--- src/rtl/tt_pkg.sv ---
// Shared types and constants for the truth-table capture block.
// Default input count, table width helper and FSM state encoding.
package tt_pkg;

    localparam int TT_NUM_INPUTS = 7;

    function automatic int tt_width(input int n);
        return 2 ** n;
    endfunction

    typedef enum logic [1:0] {
        IDLE  = 2'd0,
        SWEEP = 2'd1,
        DRAIN = 2'd2,
        DONE  = 2'd3
    } tt_state_e;

endpackage

--- src/rtl/tt_lat_pipe.sv ---
// Delay line carrying {valid, index} alongside the FUT latency.
// Reset clears only the valid bits; indices are don't-care when invalid.
module tt_lat_pipe #(
    parameter int PIPE_LAT = 1,
    parameter int IW       = 7
) (
    input  logic          clk,
    input  logic          rst,
    input  logic          valid_i,
    input  logic [IW-1:0] idx_i,
    output logic          valid_o,
    output logic [IW-1:0] idx_o
);

    generate
        if (PIPE_LAT == 0) begin : g_pass
            assign valid_o = valid_i;
            assign idx_o   = idx_i;
        end else begin : g_shift
            logic [PIPE_LAT-1:0] vld_q;
            logic [IW-1:0]       idx_q [PIPE_LAT];

            always_ff @(posedge clk) begin
                if (rst) begin
                    vld_q <= '0;
                end else begin
                    vld_q[0] <= valid_i;
                    for (int i = 1; i < PIPE_LAT; i++) begin
                        vld_q[i] <= vld_q[i-1];
                    end
                end
            end

            always_ff @(posedge clk) begin
                idx_q[0] <= idx_i;
                for (int i = 1; i < PIPE_LAT; i++) begin
                    idx_q[i] <= idx_q[i-1];
                end
            end

            assign valid_o = vld_q[PIPE_LAT-1];
            assign idx_o   = idx_q[PIPE_LAT-1];
        end
    endgenerate

endmodule

--- src/rtl/truth_table_capture.sv ---
// Sweeps all FUT input patterns and packs the sampled output into tt.
// Define TT_POPCOUNT_EN to add the running ones_cnt output.
module truth_table_capture
    import tt_pkg::*;
#(
    parameter int NUM_INPUTS = TT_NUM_INPUTS,
    parameter int PIPE_LAT   = 0
) (
    input  logic                            clk,
    input  logic                            rst,
    input  logic                            start,
    output logic                            busy,
    output logic                            done,
    output logic [NUM_INPUTS-1:0]           pattern,
    input  logic                            fut_out,
    output logic [tt_width(NUM_INPUTS)-1:0] tt,
    output logic                            tt_valid
`ifdef TT_POPCOUNT_EN
    ,
    output logic [NUM_INPUTS:0]             ones_cnt
`endif
);

    localparam int TTW = tt_width(NUM_INPUTS);
    localparam int CW  = NUM_INPUTS + 1;
    localparam logic [CW-1:0] SWEEP_LAST = CW'(TTW - 1);
    localparam logic [CW-1:0] DRAIN_LAST = CW'((PIPE_LAT > 0) ? PIPE_LAT - 1 : 0);

    tt_state_e           state_q, state_d;
    logic [CW-1:0]       cnt_q, cnt_d;
    logic [TTW-1:0]      tt_q, tt_d;
    logic                tt_valid_q, tt_valid_d;
    logic                accept;
    logic                sw_vld, smp_vld;
    logic [NUM_INPUTS-1:0] sw_idx, smp_idx;

    assign sw_vld = (state_q == SWEEP);
    assign sw_idx = cnt_q[NUM_INPUTS-1:0];

    always_comb begin
        state_d = state_q;
        cnt_d   = cnt_q;
        accept  = 1'b0;
        unique case (state_q)
            IDLE: begin
                if (start) begin
                    state_d = SWEEP;
                    cnt_d   = '0;
                    accept  = 1'b1;
                end
            end
            SWEEP: begin
                if (cnt_q == SWEEP_LAST) begin
                    cnt_d   = '0;
                    state_d = (PIPE_LAT > 0) ? DRAIN : DONE;
                end else begin
                    cnt_d = cnt_q + CW'(1);
                end
            end
            DRAIN: begin
                if (cnt_q == DRAIN_LAST) begin
                    cnt_d   = '0;
                    state_d = DONE;
                end else begin
                    cnt_d = cnt_q + CW'(1);
                end
            end
            DONE: begin
                if (start) begin
                    state_d = SWEEP;
                    cnt_d   = '0;
                    accept  = 1'b1;
                end else begin
                    state_d = IDLE;
                end
            end
            default: begin
                state_d = IDLE;
                cnt_d   = '0;
            end
        endcase
    end

    // Samples arrive PIPE_LAT cycles after their pattern was driven
    generate
        if (PIPE_LAT > 0) begin : g_pipe
            tt_lat_pipe #(
                .PIPE_LAT (PIPE_LAT),
                .IW       (NUM_INPUTS)
            ) u_pipe (
                .clk     (clk),
                .rst     (rst),
                .valid_i (sw_vld),
                .idx_i   (sw_idx),
                .valid_o (smp_vld),
                .idx_o   (smp_idx)
            );
        end else begin : g_comb
            assign smp_vld = sw_vld;
            assign smp_idx = sw_idx;
        end
    endgenerate

    always_comb begin
        tt_d       = tt_q;
        tt_valid_d = tt_valid_q;
        if (accept) begin
            tt_d       = '0;
            tt_valid_d = 1'b0;
        end else begin
            if (smp_vld) begin
                tt_d[smp_idx] = fut_out;
            end
            if (state_d == DONE) begin
                tt_valid_d = 1'b1;
            end
        end
    end

    always_ff @(posedge clk) begin
        if (rst) begin
            state_q    <= IDLE;
            cnt_q      <= '0;
            tt_q       <= '0;
            tt_valid_q <= 1'b0;
        end else begin
            state_q    <= state_d;
            cnt_q      <= cnt_d;
            tt_q       <= tt_d;
            tt_valid_q <= tt_valid_d;
        end
    end

`ifdef TT_POPCOUNT_EN
    logic [NUM_INPUTS:0] ones_q, ones_d;

    always_comb begin
        ones_d = ones_q;
        if (accept) begin
            ones_d = '0;
        end else if (smp_vld && fut_out) begin
            ones_d = ones_q + CW'(1);
        end
    end

    always_ff @(posedge clk) begin
        if (rst) begin
            ones_q <= '0;
        end else begin
            ones_q <= ones_d;
        end
    end

    assign ones_cnt = ones_q;
`endif

    assign pattern  = sw_vld ? sw_idx : '0;
    assign busy     = (state_q == SWEEP) || (state_q == DRAIN);
    assign done     = (state_q == DONE);
    assign tt       = tt_q;
    assign tt_valid = tt_valid_q;

endmodule

--- config.mk ---
export PLATFORM = sky130hd
export DESIGN_NAME = truth_table_capture
export DESIGN_NICKNAME = d
export VERILOG_FILES = /design/src/rtl/tt_pkg.sv /design/src/rtl/tt_lat_pipe.sv /design/src/rtl/truth_table_capture.sv
export SDC_FILE = /design/constraint.sdc
export NUM_CORES = 1
export LEC_CHECK = 0
export CELL_PAD_IN_SITES_DETAIL_PLACEMENT = 1
export CELL_PAD_IN_SITES_GLOBAL_PLACEMENT = 2
export CORE_MARGIN = 10
export CORE_UTILIZATION = 31
export CTS_CLUSTER_SIZE = 16
export DETAILED_ROUTE_END_ITERATION = 8
export GPL_TIMING_DRIVEN = 0
export HOLD_SLACK_MARGIN = 0.12
export PLACE_DENSITY_LB_ADDON = 0.1
export SETUP_SLACK_MARGIN = 0.05
export SLEW_MARGIN = 20
export SYNTH_ARGS = -nofsm -noshare
export SYNTH_HDL_FRONTEND = slang
export SYNTH_SLANG_ARGS = --single-unit
--- constraint.sdc ---
create_clock -name clk -period 3.8 [get_ports clk]
set_input_delay 0.76 -clock clk [delete_from_list [all_inputs] [get_ports clk]]
set_output_delay 0.76 -clock clk [all_outputs]
set_load 0.02 [all_outputs]
======== Word level (Yosys, flattened, before mapping) ========
Cells that the tools add are included.
Widths: inputs -> output; s select.
storage, ports and cells
  register bits ........................... 139
  output and inout bits ................... 138
  logic and storage cells ................. 34
cells by class
  add/subtract/negate cells ............... 1
  magnitude comparators ................... 2
  equal/unequal tests ..................... 6
  multiplexer cells ....................... 15
  reduce and logical (&&, ||, !) cells .... 6
operators with widths
  operator             count
  $bwmux 128           1
  $mux 8               3
  $pmux 8 s3           1
  $add 8x1->8 const B  1
  $eq 8x7->1 const B   1
  $logic_not 8->1      1
  $lt 7x8->1 const B   1
  $pmux 2 s4           1
  $demux 1 s7          1
  $ge 7x1->1 const B   1
  $mux 7               1
  $eq 2x2->1 const B   3
  $mux 2               3
  $mux 1               4
  $reduce_or 2->1      2
  $eq 2x1->1 const B   1
  $logic_not 2->1      1
  $ne 2x1->1 const B   1
  $logic_and 1x1->1    1
  $logic_or 1x1->1     1

======== Depth between registers and ports, before layout ========
Gate-level depths: netlist of run 1.
  depth after elaboration ................. 5
  mapped depth ............................ 8
  gate-level depth less buffers ........... 6

======== Worst setup path after synthesis of run 1 ========
No wires, ideal clock.
  kind .................................... register to output
  start point ............................. register cnt_q[3]
  end point ............................... output port pattern[3]
  data arrival time ....................... 1.191 ns
  data required time ...................... 3.040 ns
  path slack .............................. 1.849 ns
  stages on the path, launching flop included .. 5
  path buffers ............................ 3
  cells stage by stage .................... dfxtp_1 > buf_4 > clkbuf_1 > buf_2 > and2_1
on the way
  word-level cells in the longest chain between the ends .. 1
RTL lines
  element                   line                        text
  start: declaration        truth_table_capture.sv:30   logic [CW-1:0] cnt_q, cnt_d;
  start signal: assignment  truth_table_capture.sv:128  cnt_q <= cnt_d;
  $mux 7                    truth_table_capture.sv:157  assign pattern = sw_vld ? sw_idx : '0;
  end: declaration          truth_table_capture.sv:14   output logic [NUM_INPUTS-1:0] pattern,
No other way between the ends.

======== Worst setup path in the final report of run 1 ========
Same ends and word-level chain as after synthesis.

==> results of run 1 <==
-- critical path, delay by kind of cell (launching register included) --
family                 cells  cell delay, ns
DFF                        1            0.31
buffers and inverters      4            1.54
and+or+nand+nor            1            0.16
-- synth_stat cells, drive strengths merged (2+ instances only) --
| library cell | n |
|---|---|
| nand3b | 2 |
| nand4 | 5 |
| dfxtp | 139 |
| xnor2 | 4 |
| nor3b | 3 |
| mux2i | 16 |
| buf | 25 |
| or3b | 3 |
| xor2 | 3 |
| nor2 | 41 |
| and2 | 7 |
| nand2 | 18 |
| nor2b | 5 |
| nand3 | 120 |
| o41ai | 2 |
| clkbuf | 43 |
| o2111ai | 2 |
| o21ai | 114 |
| ha | 6 |
| and3 | 2 |
| a221o | 2 |
| inv | 9 |
| nor4 | 3 |
| a21oi | 114 |
| nor3 | 26 |
| or3 | 3 |
| nand2b | 4 |
-- cell families after synthesis --
logic type	share of synthesized area (%)
flops	47.06
buf+inv	5.607
xor+xnor	1.037
simple gates	21.20
mux	2.708
compound gates	21.12
fa+ha+maj	1.270
-- flip-flops by register name, summed over array words and instances (netlist names) --
signal and count:
tt_valid 1, tt 128, cnt_q 8, state_q 2
-- layer usage --
| metal | global-route usage [%] | up-vias | share of wire, % |
|---|---|---|---|
| li1 | - | 2914 | - |
| met1 | 23.72 | 3011 | 42 |
| met2 | 34.23 | 168 | 50 |
| met3 | 5.183 | 32 | 6.5 |
| met4 | 6.617 | 0 | 1.8 |
| met5 | 0 | - | 0 |
-- how the worst max path moves through the flow --
stage          startpoint         end  slack, ns  cells after the start
4_1_cts          cnt_q[3]  pattern[3]       0.61                      5
3_3_place_gp          rst     tt[102]       0.97                      5
3_5_place_dp          rst      tt[98]       0.94                      5
5_1_grt          cnt_q[3]  pattern[3]       0.49                      5
2_1_floorplan    cnt_q[3]  pattern[3]       1.85                      4
6_report         cnt_q[3]  pattern[3]       0.59                      5
-- layout make-up --
cell class              instances  area share (%)
multi-input cells             512           34.24
flip-flops and latches        139           34.04
repair buffers                139           17.02
clock buffers                  20           5.586
plain buffers                  68           3.642
well taps                     234           3.581
clock inverters                12           1.485
inverters                       9          0.4132
-- report_power, final --
group          internal [mW]  switching, mW
combinational         0.0422          0.147
clock                  0.994          0.670
sequential              1.46        0.00339
total                   2.50          0.821
==> impl_metrics.toml, run 1 <==
[synth]
ys_types = 45
synthArstFlopShare_pct = 0
yosysTopAreaCell = "dfxtp_1"
synth.avg_cell_area_um2 = 8.122
syn_area_um2 = 5913
synth_seq_area_share_pct = 47.06
synthCells = 728
synthTopCellsByArea = "dfxtp_1, nand3_1, a21oi_1"
synth_top_area_share_pct = 47.06
synth_edf_count = 0
yosys_register_bits = 139
syn-num-nets = 738
synth_ff_type = "dfxtp_1"
ys_warn_count = 0

[final_layout]
antenna_cells = 0
fin_cells = 1133
nFillCells = 2223
multi_input_area_um2 = 2799
regArea_um2 = 2783
stdcell_area_um2 = 8175
post-route-util_pct = 43.71
area_growth_pct = 38.26
final_layout_size_suffix_gt1_share_pct = 7.230
final_cell_mix = "dfxtp_1, clkdlybuf4s50_1, nand3_1"
nets = 896

[critical_path]
cp-end-kind = "primary output"
reg2reg_to = "tt[101]"
criticalPathCategory = "reg -> out"
timing.rr.start = "state_q[0]"
cp.arrival_ns = 2.45
reg2reg_slack_ns = 1.30
reg2reg_depth = 7
required_ns = 3.04
worst_path_max_delay_cell = "clkdlybuf4s50_1"
cp_max_fo = 10
cp-start-kind = "register"
cpPeakStageDelay_ns = 0.61
path_cells = "buf_4, clkbuf_1, buf_2, and2_1, clkdlybuf4s50_1"

[run_status]
outcome = "finished clean"

[flow_run]
cap_violations = 0

[timing]
finalHoldViolCount = 0
fmax_mhz = 311.8
slew_violations = 0
clock_skew_ns = 0.006411
maxSlewHeadroom_pct = 29.83
hold_slack_ns = 0.4650
rsz0062_at_grt = "false"
finalCriticalPeriod_ns = 3.207
finalWorstSetupSlack_ns = 0.5928
finalCritPeriodShare_pct = 84.40
setup_viol = 0
setup_tns_ns = 0
tightest_slew_ns = 1.045

[clock_network]
cts_buffer_depth = 2
cts-resized-gates = 0
cts.hold.buffers_added = 0
clock_sinks = 139
cts-root-buf = "clkbuf_16"
htree_levels = 4
cts_tree = "yes"
path_clk_slew_ns = 0.06
cts_setup_buffers = 0
insertion_delay_ns = 0.44
cts_buffers = 17

[route]
drc_errors = 0
dr.first_iter.drc_count = 406
num_vias = 6125
viasPerCell = 5.406
first_pass_iters = 5
routed_wl_um = 25220
wl_per_cell_um = 22.26
ant_nets = 0

[floorplanning]
dieArea_um2 = 25000
start_util_pct = 31.61
core_area_um2 = 18710
die_h_um = 158.1
ios = 142
die_width_um = 158.1
rows = 50

[placement]
hpwl_um = 18120
port_buffers = 139
place_inst = 1101
dpl-instance-area_um2 = 7597
gp_congestion = 0.8397
place_ws_ns = 0.9429

[min_path]
min_to = "tt_valid"
min_path_type = "reg -> reg"
worstHoldPathCells = 2
min_from = "tt_valid"

[power_and_ir_drop]
leakagePower_nw = 2.547
ir_drop_mv = 0.3258
power.density_nw_per_um2 = 405.8
power_mw = 3.318

[global_route]
grt_pass1_vias = 6411
antenna_found_initial = 0
overflow = 0
grt_pass1_wl_um = 37920
grt_max_degree = 17
grt_use_total_pct = 19.98
Note: power is estimated with default switching activity, not from simulation.
==> inputs of run 2 (changes only) <==
CORE_UTILIZATION = 28   (was 31)
clock period = 3.13 ns   (was 3.8 ns; I/O delays follow)
==> run 2 against run 1 <==
Effect of this change:
- non-clock buffer count is 1 lower
- utilization is 4.2 points lower
- critical path depth stayed put
- first-iteration DRC count is 17% lower
- sequential power is 22% higher
- register-to-register slack worse by 0.70 ns
- worst hold slack worse by 0.0011 ns
- final cell count is 3.5% higher
- combinational power is 26% higher
- largest cell class unchanged
- largest power group unchanged
==> impl_metrics.toml, run 2 (synthesis results as in run 1) <==
[floorplanning]
core_area_um2 = 20890
rows = 53
ios = 142
dieArea_um2 = 27330
die_width_um = 165.3
die_h_um = 165.3
start_util_pct = 28.31

[timing]
setup_tns_ns = 0
setup_viol = 0
rsz0062_at_grt = "false"
finalWorstSetupSlack_ns = 0.1675
slew_violations = 0
hold_slack_ns = 0.4640
finalCriticalPeriod_ns = 2.962
maxSlewHeadroom_pct = 29.74
finalCritPeriodShare_pct = 94.65
finalHoldViolCount = 0
tightest_slew_ns = 1.046
fmax_mhz = 337.6
clock_skew_ns = 0.008613

[critical_path]
reg2reg_depth = 7
cp.arrival_ns = 2.34
required_ns = 2.50
reg2reg_to = "tt[99]"
cp-endpoint = "pattern[3]"
criticalPathCategory = "reg -> out"
reg2reg_slack_ns = 0.60
cp_max_fo = 10
cp-startpoint = "state_q[0]"
cp-end-kind = "primary output"
timing.rr.start = "state_q[0]"
cp-start-kind = "register"

[global_route]
overflow = 0
grt_pass1_vias = 6412
grt_use_total_pct = 18.66
grt_max_degree = 20
antenna_found_initial = 0
grt_pass1_wl_um = 38620

[route]
drc_errors = 0
dr.first_iter.drc_count = 339
num_vias = 6141
routed_wl_um = 25900
wl_per_cell_um = 22.08
ant_nets = 0
viasPerCell = 5.235
first_pass_iters = 5

[power_and_ir_drop]
leakagePower_nw = 2.565
ir_drop_mv = 0.3761
power.density_nw_per_um2 = 500.6

[placement]
hpwl_um = 18690
port_buffers = 139
place_inst = 1142
place_ws_ns = 0.3861
gp_congestion = 0.8289

[final_layout]
final_common_cell = "dfxtp_1"
largest_register_ffs = 128
fin_cells = 1173
post-route-util_pct = 39.50
final_cell_mix = "dfxtp_1, clkdlybuf4s50_1, nand3_1"
nets = 895
nFillCells = 2483
final_layout_size_suffix_gt1_share_pct = 7.350
antenna_cells = 0
area_growth_pct = 39.55

[clock_network]
cts_tree = "yes"
cts-root-buf = "clkbuf_16"
cts_setup_buffers = 0
insertion_delay_ns = 0.43
cts_buffers = 17
htree_levels = 4
path_clk_slew_ns = 0.06
cts_buffer_depth = 2
clock_sinks = 139

[min_path]
min_path_type = "reg -> reg"

[run_status]
outcome = "finished clean"

[flow_run]
cap_violations = 0
==> run 2: stage by stage <==
step / cell area [µm²] / power (mW)
3_3_place_gp: 7649 / 2.046
6_report: 8252 / 4.131
4_1_cts: 8244 / 4.139
5_1_grt: 8252 / 4.241
2_1_floorplan: 5913 / 1.958
3_5_place_dp: 7649 / 2.053
==> run 2: worst min path at each step <==
stage | from | to | cells after the start
after floorplan | tt_valid | tt_valid | 2
after CTS | tt_valid | tt_valid | 2
after detailed placement | tt_valid | tt_valid | 2
after global placement | tt_valid | tt_valid | 2
after global routing | tt[122] | tt[122] | 2
final | tt_valid | tt_valid | 2
==> run 2: layout make-up <==
class,count,area [µm²],area share [%]
multi-input combinational,512,2801,33.95
sequential,139,2783,33.72
timing repair buffer,139,1394,16.89
clock buffer,18,429.2,5.201
tap,275,344.1,4.170
buffer,67,296.5,3.594
clock inverter,14,170.2,2.062
inverter,9,33.78,0.4094
==> run 2: worst max-delay path, cell delays in order (launching register included) <==
cell             delay [ns]
dfxtp_1                0.42
ha_2                   0.25
buf_2                  0.22
clkbuf_4               0.24
and2_1                 0.15
clkdlybuf4s50_1        0.62
==> run 2: where the power goes <==
part	total [mW]	internal (mW)	switching, mW	leakage (nW)
combinational	0.239	0.0521	0.187	1.16
sequential	1.78	1.77	0.00410	1.12
clock	2.11	1.26	0.858	0.283
total	4.13	3.08	1.05	2.56
==> run 2: what timing repair did <==
| item | CTS | global route |
|---|---|---|
| gates resized for setup | 0 | 3 |
| hold buffers | 0 | 0 |
| endpoints found under the setup margin | 1 | 6 |
==> run 2: routing by layer <==
layer / track usage, % / vias to the layer above / part of all wire [%]
li1: - / 2905 / -
met1: 21.72 / 3053 / 42
met2: 32.77 / 150 / 50
met3: 4.685 / 33 / 5.3
met4: 6.065 / 0 / 2.4
met5: 0 / - / 0
